File: config.mk
export PLATFORM = sky130hd
export DESIGN_NAME = traffic_light_monitor
export DESIGN_NICKNAME = d
export VERILOG_FILES = /design/src/rtl/traffic_light_monitor.sv
export SDC_FILE = /design/constraint.sdc
export NUM_CORES = 1
export LEC_CHECK = 0
export ABC_AREA = 1
export CORE_ASPECT_RATIO = 0.9
export CORE_MARGIN = 4
export CORE_UTILIZATION = 35
export DETAILED_ROUTE_END_ITERATION = 7
export GPL_TIMING_DRIVEN = 1
export HOLD_SLACK_MARGIN = 0.05
export PLACE_DENSITY = 0.54
export SLEW_MARGIN = 20
export SYNTH_ARGS = -nofsm -noshare
export SYNTH_HDL_FRONTEND = slang
export SYNTH_SLANG_ARGS = --single-unit
File: constraint.sdc
create_clock -name clk -period 5.2 [get_ports clk]
set_clock_uncertainty 0.2 [all_clocks]
set_input_delay 0.52 -clock clk [delete_from_list [all_inputs] [get_ports clk]]
set_output_delay 0.52 -clock clk [all_outputs]
set_load 0.1 [all_outputs]
File: src/rtl/traffic_light_monitor.sv
// traffic_light_monitor
// Watches the four lamp groups of a main/side road junction and checks that the
// controller only shows legal phases, steps through them in order, and keeps
// each phase within its dwell window. The first detected fault is latched with
// its cause until software clears it. Also reports the decoded phase and counts
// completed light cycles.
module traffic_light_monitor #(
  parameter int unsigned MIN_DWELL = 3,
  parameter int unsigned MAX_DWELL = 60
) (
  input  logic        clk,
  input  logic        rst,
  input  logic [2:0]  light_M1,
  input  logic [2:0]  light_M2,
  input  logic [2:0]  light_MT,
  input  logic [2:0]  light_S,
  input  logic        clr_fault,
  output logic        fault,
  output logic [2:0]  fault_code,
  output logic [2:0]  phase,
  output logic        phase_valid,
  output logic [15:0] cycle_count
);

  // Lamp encodings (bit2=red, bit1=yellow, bit0=green).
  localparam logic [2:0] LAMP_G = 3'b001;
  localparam logic [2:0] LAMP_Y = 3'b010;
  localparam logic [2:0] LAMP_R = 3'b100;

  // Phase identifiers; 7 means the lamps match no legal phase.
  localparam logic [2:0] PH_LAST    = 3'd5;
  localparam logic [2:0] PH_UNKNOWN = 3'd7;

  // Fault causes, listed from highest to lowest priority.
  localparam logic [2:0] CODE_NONE     = 3'd0;
  localparam logic [2:0] CODE_ENCODING = 3'd1;
  localparam logic [2:0] CODE_COMBO    = 3'd2;
  localparam logic [2:0] CODE_SEQUENCE = 3'd3;
  localparam logic [2:0] CODE_SHORT    = 3'd4;
  localparam logic [2:0] CODE_STUCK    = 3'd5;

  // Dwell limits widened by one bit so MAX_DWELL+1 never wraps against a
  // saturated 16-bit counter.
  localparam logic [16:0] MIN_LIMIT   = 17'(MIN_DWELL);
  localparam logic [16:0] STUCK_LIMIT = 17'(MAX_DWELL) + 17'd1;

  typedef enum logic [1:0] {
    ST_SYNC  = 2'd0,
    ST_TRACK = 2'd1,
    ST_FAULT = 2'd2
  } state_t;

  state_t      state_q, state_d;
  logic [15:0] dwell_q, dwell_d;
  logic        exempt_q, exempt_d;     // current phase is the first one after SYNC
  logic        fault_d;
  logic [2:0]  code_d;
  logic [2:0]  phase_d;
  logic        valid_d;
  logic [15:0] count_d;

  logic        enc_err;
  logic        combo_err;
  logic [2:0]  cur_phase;
  logic [2:0]  succ_phase;
  logic        phase_change;
  logic [15:0] dwell_inc;
  logic [2:0]  det_code;

  function automatic logic is_one_hot(input logic [2:0] v);
    return (v == LAMP_G) || (v == LAMP_Y) || (v == LAMP_R);
  endfunction

  // Decode the sampled lamps into a legal phase number or an error class.
  always_comb begin
    // NOTE: every signal assigned in a combinational block gets a default
    // first, so no path can leave it unassigned and infer a latch.
    cur_phase = PH_UNKNOWN;
    enc_err   = !(is_one_hot(light_M1) && is_one_hot(light_M2) &&
                  is_one_hot(light_MT) && is_one_hot(light_S));
    case ({light_M1, light_M2, light_MT, light_S})
      {LAMP_G, LAMP_G, LAMP_R, LAMP_R}: cur_phase = 3'd0;
      {LAMP_G, LAMP_Y, LAMP_R, LAMP_R}: cur_phase = 3'd1;
      {LAMP_G, LAMP_R, LAMP_G, LAMP_R}: cur_phase = 3'd2;
      {LAMP_Y, LAMP_R, LAMP_Y, LAMP_R}: cur_phase = 3'd3;
      {LAMP_R, LAMP_R, LAMP_R, LAMP_G}: cur_phase = 3'd4;
      {LAMP_R, LAMP_R, LAMP_R, LAMP_Y}: cur_phase = 3'd5;
      default:                          cur_phase = PH_UNKNOWN;
    endcase
    combo_err = !enc_err && (cur_phase == PH_UNKNOWN);
  end

  // Helpers relative to the phase currently being tracked.
  always_comb begin
    succ_phase   = (phase == PH_LAST) ? 3'd0 : phase + 3'd1;
    phase_change = (cur_phase != phase);
    dwell_inc    = (dwell_q == 16'hFFFF) ? dwell_q : dwell_q + 16'd1;
  end

  // Next-state, fault detection and next output values.
  always_comb begin
    state_d  = state_q;
    dwell_d  = dwell_q;
    exempt_d = exempt_q;
    fault_d  = fault;
    code_d   = fault_code;
    phase_d  = cur_phase;
    count_d  = cycle_count;
    det_code = CODE_NONE;

    case (state_q)
      ST_SYNC: begin
        // Only lamp-level errors are meaningful before a phase is locked.
        if (enc_err)        det_code = CODE_ENCODING;
        else if (combo_err) det_code = CODE_COMBO;

        if (det_code != CODE_NONE) begin
          state_d = ST_FAULT;
          fault_d = 1'b1;
          code_d  = det_code;
          dwell_d = 16'd0;
        end else begin
          state_d  = ST_TRACK;
          dwell_d  = 16'd1;
          exempt_d = 1'b1;
        end
      end

      ST_TRACK: begin
        if (enc_err)        det_code = CODE_ENCODING;
        else if (combo_err) det_code = CODE_COMBO;
        else if (phase_change) begin
          if (cur_phase != succ_phase)
            det_code = CODE_SEQUENCE;
          else if (!exempt_q && ({1'b0, dwell_q} < MIN_LIMIT))
            det_code = CODE_SHORT;
        end else if ({1'b0, dwell_inc} >= STUCK_LIMIT) begin
          det_code = CODE_STUCK;
        end

        if (det_code != CODE_NONE) begin
          state_d = ST_FAULT;
          fault_d = 1'b1;
          code_d  = det_code;
          dwell_d = dwell_inc;
        end else if (phase_change) begin
          dwell_d  = 16'd1;
          exempt_d = 1'b0;
          if ((phase == PH_LAST) && (cycle_count != 16'hFFFF))
            count_d = cycle_count + 16'd1;
        end else begin
          dwell_d = dwell_inc;
        end
      end

      ST_FAULT: begin
        // Faults are frozen here; only a clear leaves, and it wins over
        // anything the lamps show this cycle.
        if (clr_fault) begin
          state_d = ST_SYNC;
          fault_d = 1'b0;
          code_d  = CODE_NONE;
          dwell_d = 16'd0;
        end
      end

      default: begin
        state_d = ST_SYNC;
        fault_d = 1'b0;
        code_d  = CODE_NONE;
        dwell_d = 16'd0;
      end
    endcase

    valid_d = (state_d == ST_TRACK);
  end

  // State and output registers; reset discards all tracking immediately.
  always_ff @(posedge clk or posedge rst) begin
    // NOTE: sequential state uses non-blocking assignments so every register
    // samples the values from before this edge, regardless of statement order.
    if (rst) begin
      state_q     <= ST_SYNC;
      dwell_q     <= 16'd0;
      exempt_q    <= 1'b1;
      fault       <= 1'b0;
      fault_code  <= CODE_NONE;
      phase       <= PH_UNKNOWN;
      phase_valid <= 1'b0;
      cycle_count <= 16'd0;
    end else begin
      state_q     <= state_d;
      dwell_q     <= dwell_d;
      exempt_q    <= exempt_d;
      fault       <= fault_d;
      fault_code  <= code_d;
      phase       <= phase_d;
      phase_valid <= valid_d;
      cycle_count <= count_d;
    end
  end

endmodule

* Yosys cells after proc, flatten, opt, wreduce, memory -nomap -nowiden *
Cells that the tools add are included.
W data, S select, Z words.

storage, ports and cells
  flip-flop bits (word level) = 43
  latch bits = 0
  RAM bits = 0
  bits in read-only memories = 0
  memories = 0

operators by class
  add/sub/neg operators = 3
  multipliers = 0
  divide/modulo/power cells = 0
  $lt $le $gt $ge = 2
  eq/ne operators = 33
  shifts and indexed selects = 0
  mux-type cells = 34
  bitwise operators = 1
  reductions and logical operators = 22

operators by type and width
  cell                     number
  $mux W16                 4
  $pmux W16 S3             1
  $eq A12 B10 Y1 const B   3
  $mux W3                  12
  $add A16 B1 Y16 const B  2
  $eq A12 B12 Y1 const B   2
  $eq A3 B3 Y1 const B     6
  $pmux W3 S6              1
  $eq A16 B16 Y1 const B   1
  $ge A16 B6 Y1 const B    1
  $lt A16 B2 Y1 const B    1
  $ne A16 B16 Y1 const B   1
  $eq A12 B11 Y1 const B   1
  $eq A3 B1 Y1 const B     4
  $eq A3 B2 Y1 const B     4
  $ne A2 B2 Y1 const B     6
  $mux W2                  5
  $pmux W3 S3              1
  $logic_or A1 B1 Y1       8
  $reduce_and A4 Y1        2
  $mux W1                  7
  $logic_and A1 B1 Y1      6
  $ne A3 B3 Y1             2
  $pmux W2 S3              1
  other kinds (11)         13

* Logic depth before layout (Yosys ltp) *
  word-level depth = 14
  mapped depth = 19
  depth with buffers taken out = 17

* Worst setup path before layout *
Ideal clock, no wire load.

  path kind = flip-flop to flip-flop
  start = register cycle_count[1]
  end = register cycle_count[4]
  arrival time = 2.386 ns
  path slack = 2.547 ns
  stages on the path, launching flop included = 11
  buffers on the path = 1
  clock period less this slack = 2.653 ns
  path through = dfrtp_1 ha_1 inv_1 nor3_1 nand2_1 o211ai_1 nor2_1 clkbuf_1 nand3_1 nand2_1 nand2_1

on the way
  longest elaborated chain between the ends = 3
  elaborated cells on any way between the ends = 4
  classes of those cells = add/sub (1); eq/ne (1); reduce/logical (2)

RTL lines
  item                                                                     line  text
  from (decl)                                                              22    output logic [15:0] cycle_count
  from (signal assigned)                                                   199   cycle_count <= count_d;
  parallel branches: the longest is 3 deep, another holds $add A16 B1 Y16  --

Several ways; the timed one is not identified.
A chain may end at the register's enable or synchronous reset.

* Worst setup path in the final report *
  start = input port light_S[0]
  end = register cycle_count[11]

on the way
  longest elaborated chain between the ends = 11
  elaborated cells on any way between the ends = 25
  classes of those cells = eq/ne (12); mux (6); bitwise (1); reduce/logical (6)

RTL lines
  item                                                       line     text
  from (decl)                                                16       input logic [2:0] light_S,
  $eq A12 B12 Y1, or another cell as far along               81       case ({light_M1, light_M2, light_MT, light_S})
  $pmux W3 S6 / $logic_or A1 B1 Y1 (equally long branches)   81, 71
  $ne A3 B3 Y1 / $logic_or A1 B1 Y1 (equally long branches)  133, 71
  $mux W3 / $logic_and A1 B1 Y1 (equally long branches)      133, 80
  $mux W3 / $logic_and A1 B1 Y1 (equally long branches)      132, 90
  $mux W3                                                    131      else if (combo_err) det_code = CODE_COMBO;
  $mux W3                                                    130      if (enc_err) det_code = CODE_ENCODING;
  $mux W3                                                    111      case (state_q)
  $reduce_bool A3 Y1                                         141      if (det_code != CODE_NONE) begin
  $not A1 Y1 (no line)                                       --
  $reduce_and A4 Y1 (no line) (*)                            --

Every way passes the cells marked *; elsewhere a longest branch is shown, timed or not. The select of a mux whose other input is x is not followed.

==> run metrics <==
Min Clock Period, post-route=3.12 ns; final WL=8280 um; Pleak=1.88 nW; routed length on met2=3840 um; Sink Count=43; Placement Cell Area=3740 um^2; Root Buffer=clkbuf_8; largest net degree at the start of global routing=44; fraction of layout instances using a drive strength above 1=0.0668; antenna violations before repair=0; Die H=99.3 um; Row Count=33; peak supply drop=0.000109 V; Synth area leaders=dfrtp_1 30%, nand2_1 18%, inv_1 8.2%; post-route cell area=3850 um^2; Post-layout nets=555; RSZ-0062 raised after global routing=false; sequential-to-total area share from yosys stat=0.334; htree depth=2; syn_nets=517; Die Span X=109 um; vias in the first global route=3131; Final ANT Viol Nets=0; post-synthesis register bit count=43; post-cts resize count=0; Core Area=9080 um^2; PortBufs=38; Total GRT Usage=0.166; crit path DAT=3.12 ns; Num CTS Buffers=5; Post-CTS Hold Buffers=0; Yosys cell types=33; status=complete, no violations; final core occ=0.424; setup bufs post-CTS=0; DR DRC count=0; Max Clk Rate=321 MHz; DR WL met3=305 um; GPL Wtd Cong=0.913; Setup CP Type=primary input to flop; Total Neg Setup Slack=0 ns; clock-pin slew on the worst setup and hold paths=0.09 ns; max-slew violations=0; fin cells=661; Power Dens Cells=206 nW/um^2; worst flop-to-flop path startpoint=dwell_q[0]$_DFFE_PP0P_; violation count after the first detailed-route iteration=129; Worst Path Max Fanout=13; Setup crit start kind=primary input; HP Start=exempt_q$_DFFE_PP1P_; global route overflow=0; Syn. warnings=0; Avg Synthesized Cell Area=6.48 um^2; IO Pins=39; global-route wire length before repair=14600 um; Top Layer Used=met4; clock latency reported for the late side of the worst-skew pair=0.31 ns; crit path launch=light_S[0]; via-per-instance ratio=4.89; Worst Max-Slew Pin Slew=0.975 ns; Mapped Cells=500; area share of the largest cell type after synthesis=0.301; Post-Syn Area=3240 um^2; dpl cells=653; worst rel slew slack=0.348; Fin. Hold Viols=0; final setup vio count=0; HPWL Detailed=6280 um; antenna cell count=0; Die ar.=10900 um^2; cell taking the most area after synthesis=dfrtp_1; DRT Pass-1 Iters=4; class of the tightest hold or removal check=flop to flop; Routed met1 length=4040 um; hold_ws=0.268 ns; final period utilization=0.600; area grow syn2layout=18.9%; Filler cells=999; Worst setup EP type=flop; initial core utilization=0.357; Clock Path Buffers=2; MaxCap Viol Count=0; DR WL/cell=12.5 um; routed vias=3230; CTS tree=built; CP required=5.20 ns
==> final cells by class <==
type,count,area (um^2),area share
flip-flops and latches,43,1080,0.281
clock inverters,2,35.0,0.00909
repair buffers,40,395,0.103
well taps,122,153,0.0396
inverters,73,274,0.0711
clock buffers,6,82.6,0.0214
multi-input cells,375,1830,0.476
==> path summary, 6_finish.rpt <==
path	end	slack [ns]	cells past startpoint
max reg2reg	cycle_count[11]$_DFFE_PP0P_	2.09	16
max in group asynchronous	cycle_count[11]$_DFFE_PP0P_	3.68	2
min in group asynchronous	dwell_q[9]$_DFFE_PP0P_	0.53	2
min	exempt_q$_DFFE_PP1P_	0.27	2
max	cycle_count[11]$_DFFE_PP0P_	2.08	15
min reg2reg	exempt_q$_DFFE_PP1P_	0.27	2
==> cells by family (layout without fill, tap and decap cells) <==
group	Yosys count	in the layout	share of synthesized area
compound gates	35	35	0.0583
simple gates	322	322	0.454
fa+ha+maj	2	2	0.00772
flops	43	43	0.334
xor+xnor	16	16	0.0456
buf+inv	82	121	0.101
==> layer usage <==
metal	up-vias	global-route usage
met5	-	0
met4	0	0.0460
met3	8	0.0324
met2	57	0.264
met1	1488	0.231
li1	1677	-
==> metrics by stage <==
step / setup slack [ns] / power, mW
2_1_floorplan: 2.55 / 0.472
5_1_grt: 1.70 / 0.830
3_5_place_dp: 1.77 / 0.520
4_1_cts: 2.08 / 0.808
6_report: 2.08 / 0.796
3_3_place_gp: 1.75 / 0.520
==> worst max-delay path, cell delays in order <==
cell             delay, ns
clkdlybuf4s50_1       0.44
nor2_1                0.15
nand2_1               0.15
nor2_1                0.20
nand3_2               0.13
a21oi_1               0.18
nand2_1               0.07
nand2_1               0.10
nand3_2               0.14
nand2_2               0.13
nand3_2               0.11
nor2_4                0.28
nand3_2               0.30
nand2_1               0.13
nand2_1               0.06
==> cell usage in the layout, fill, tap and decap left out, drive strengths merged <==
cell           count
o21ai             21
a21o               1
buf                2
nor3               8
a31oi              1
xnor2              4
inv               73
a21oi              8
bufinv             1
o211ai             2
nand2            159
clkinv             1
nand3             54
nor4               4
and2               1
xor2              12
clkbuf             6
nand3b             5
nand4             25
ha                 2
clkdlybuf4s50     38
a22oi              1
a211oi             1
dfrtp             39
nor2              66
dfstp              4
==> sequential cells by signal (all words and copies together), names as in the netlist <==
register and cells:
phase_valid 1, dwell_q 16, fault 1, cycle_count 16
state_q 2, exempt_q 1, phase 3, fault_code 3
==> power by group <==
group          internal [mW]  switching, mW
sequential             0.347        0.00783
clock                  0.156          0.128
combinational         0.0403          0.117
total                  0.543          0.253
==> cells in the mapped netlist <==
master	instances
buf_4	1
nand2_4	1
dfrtp_1	39
nor4_1	4
nor3_1	8
nor2_1	59
a22oi_1	1
o21ai_1	1
xor2_1	11
nor2_4	3
nor2_2	3
a21oi_1	8
nand2_2	5
inv_2	2
a21o_1	1
inv_1	71
o21ai_0	20
xor2_2	1
o211ai_1	2
dfstp_2	4
and2_1	1
nand3b_1	5
clkbuf_1	6
xnor2_1	4
nand3_1	49
nand4_1	25
ha_1	2
nand2_1	153
nor2_8	1
buf_6	2
a31oi_1	1
a211oi_1	1
nand3_2	5
(Power assumes the default switching activity.)
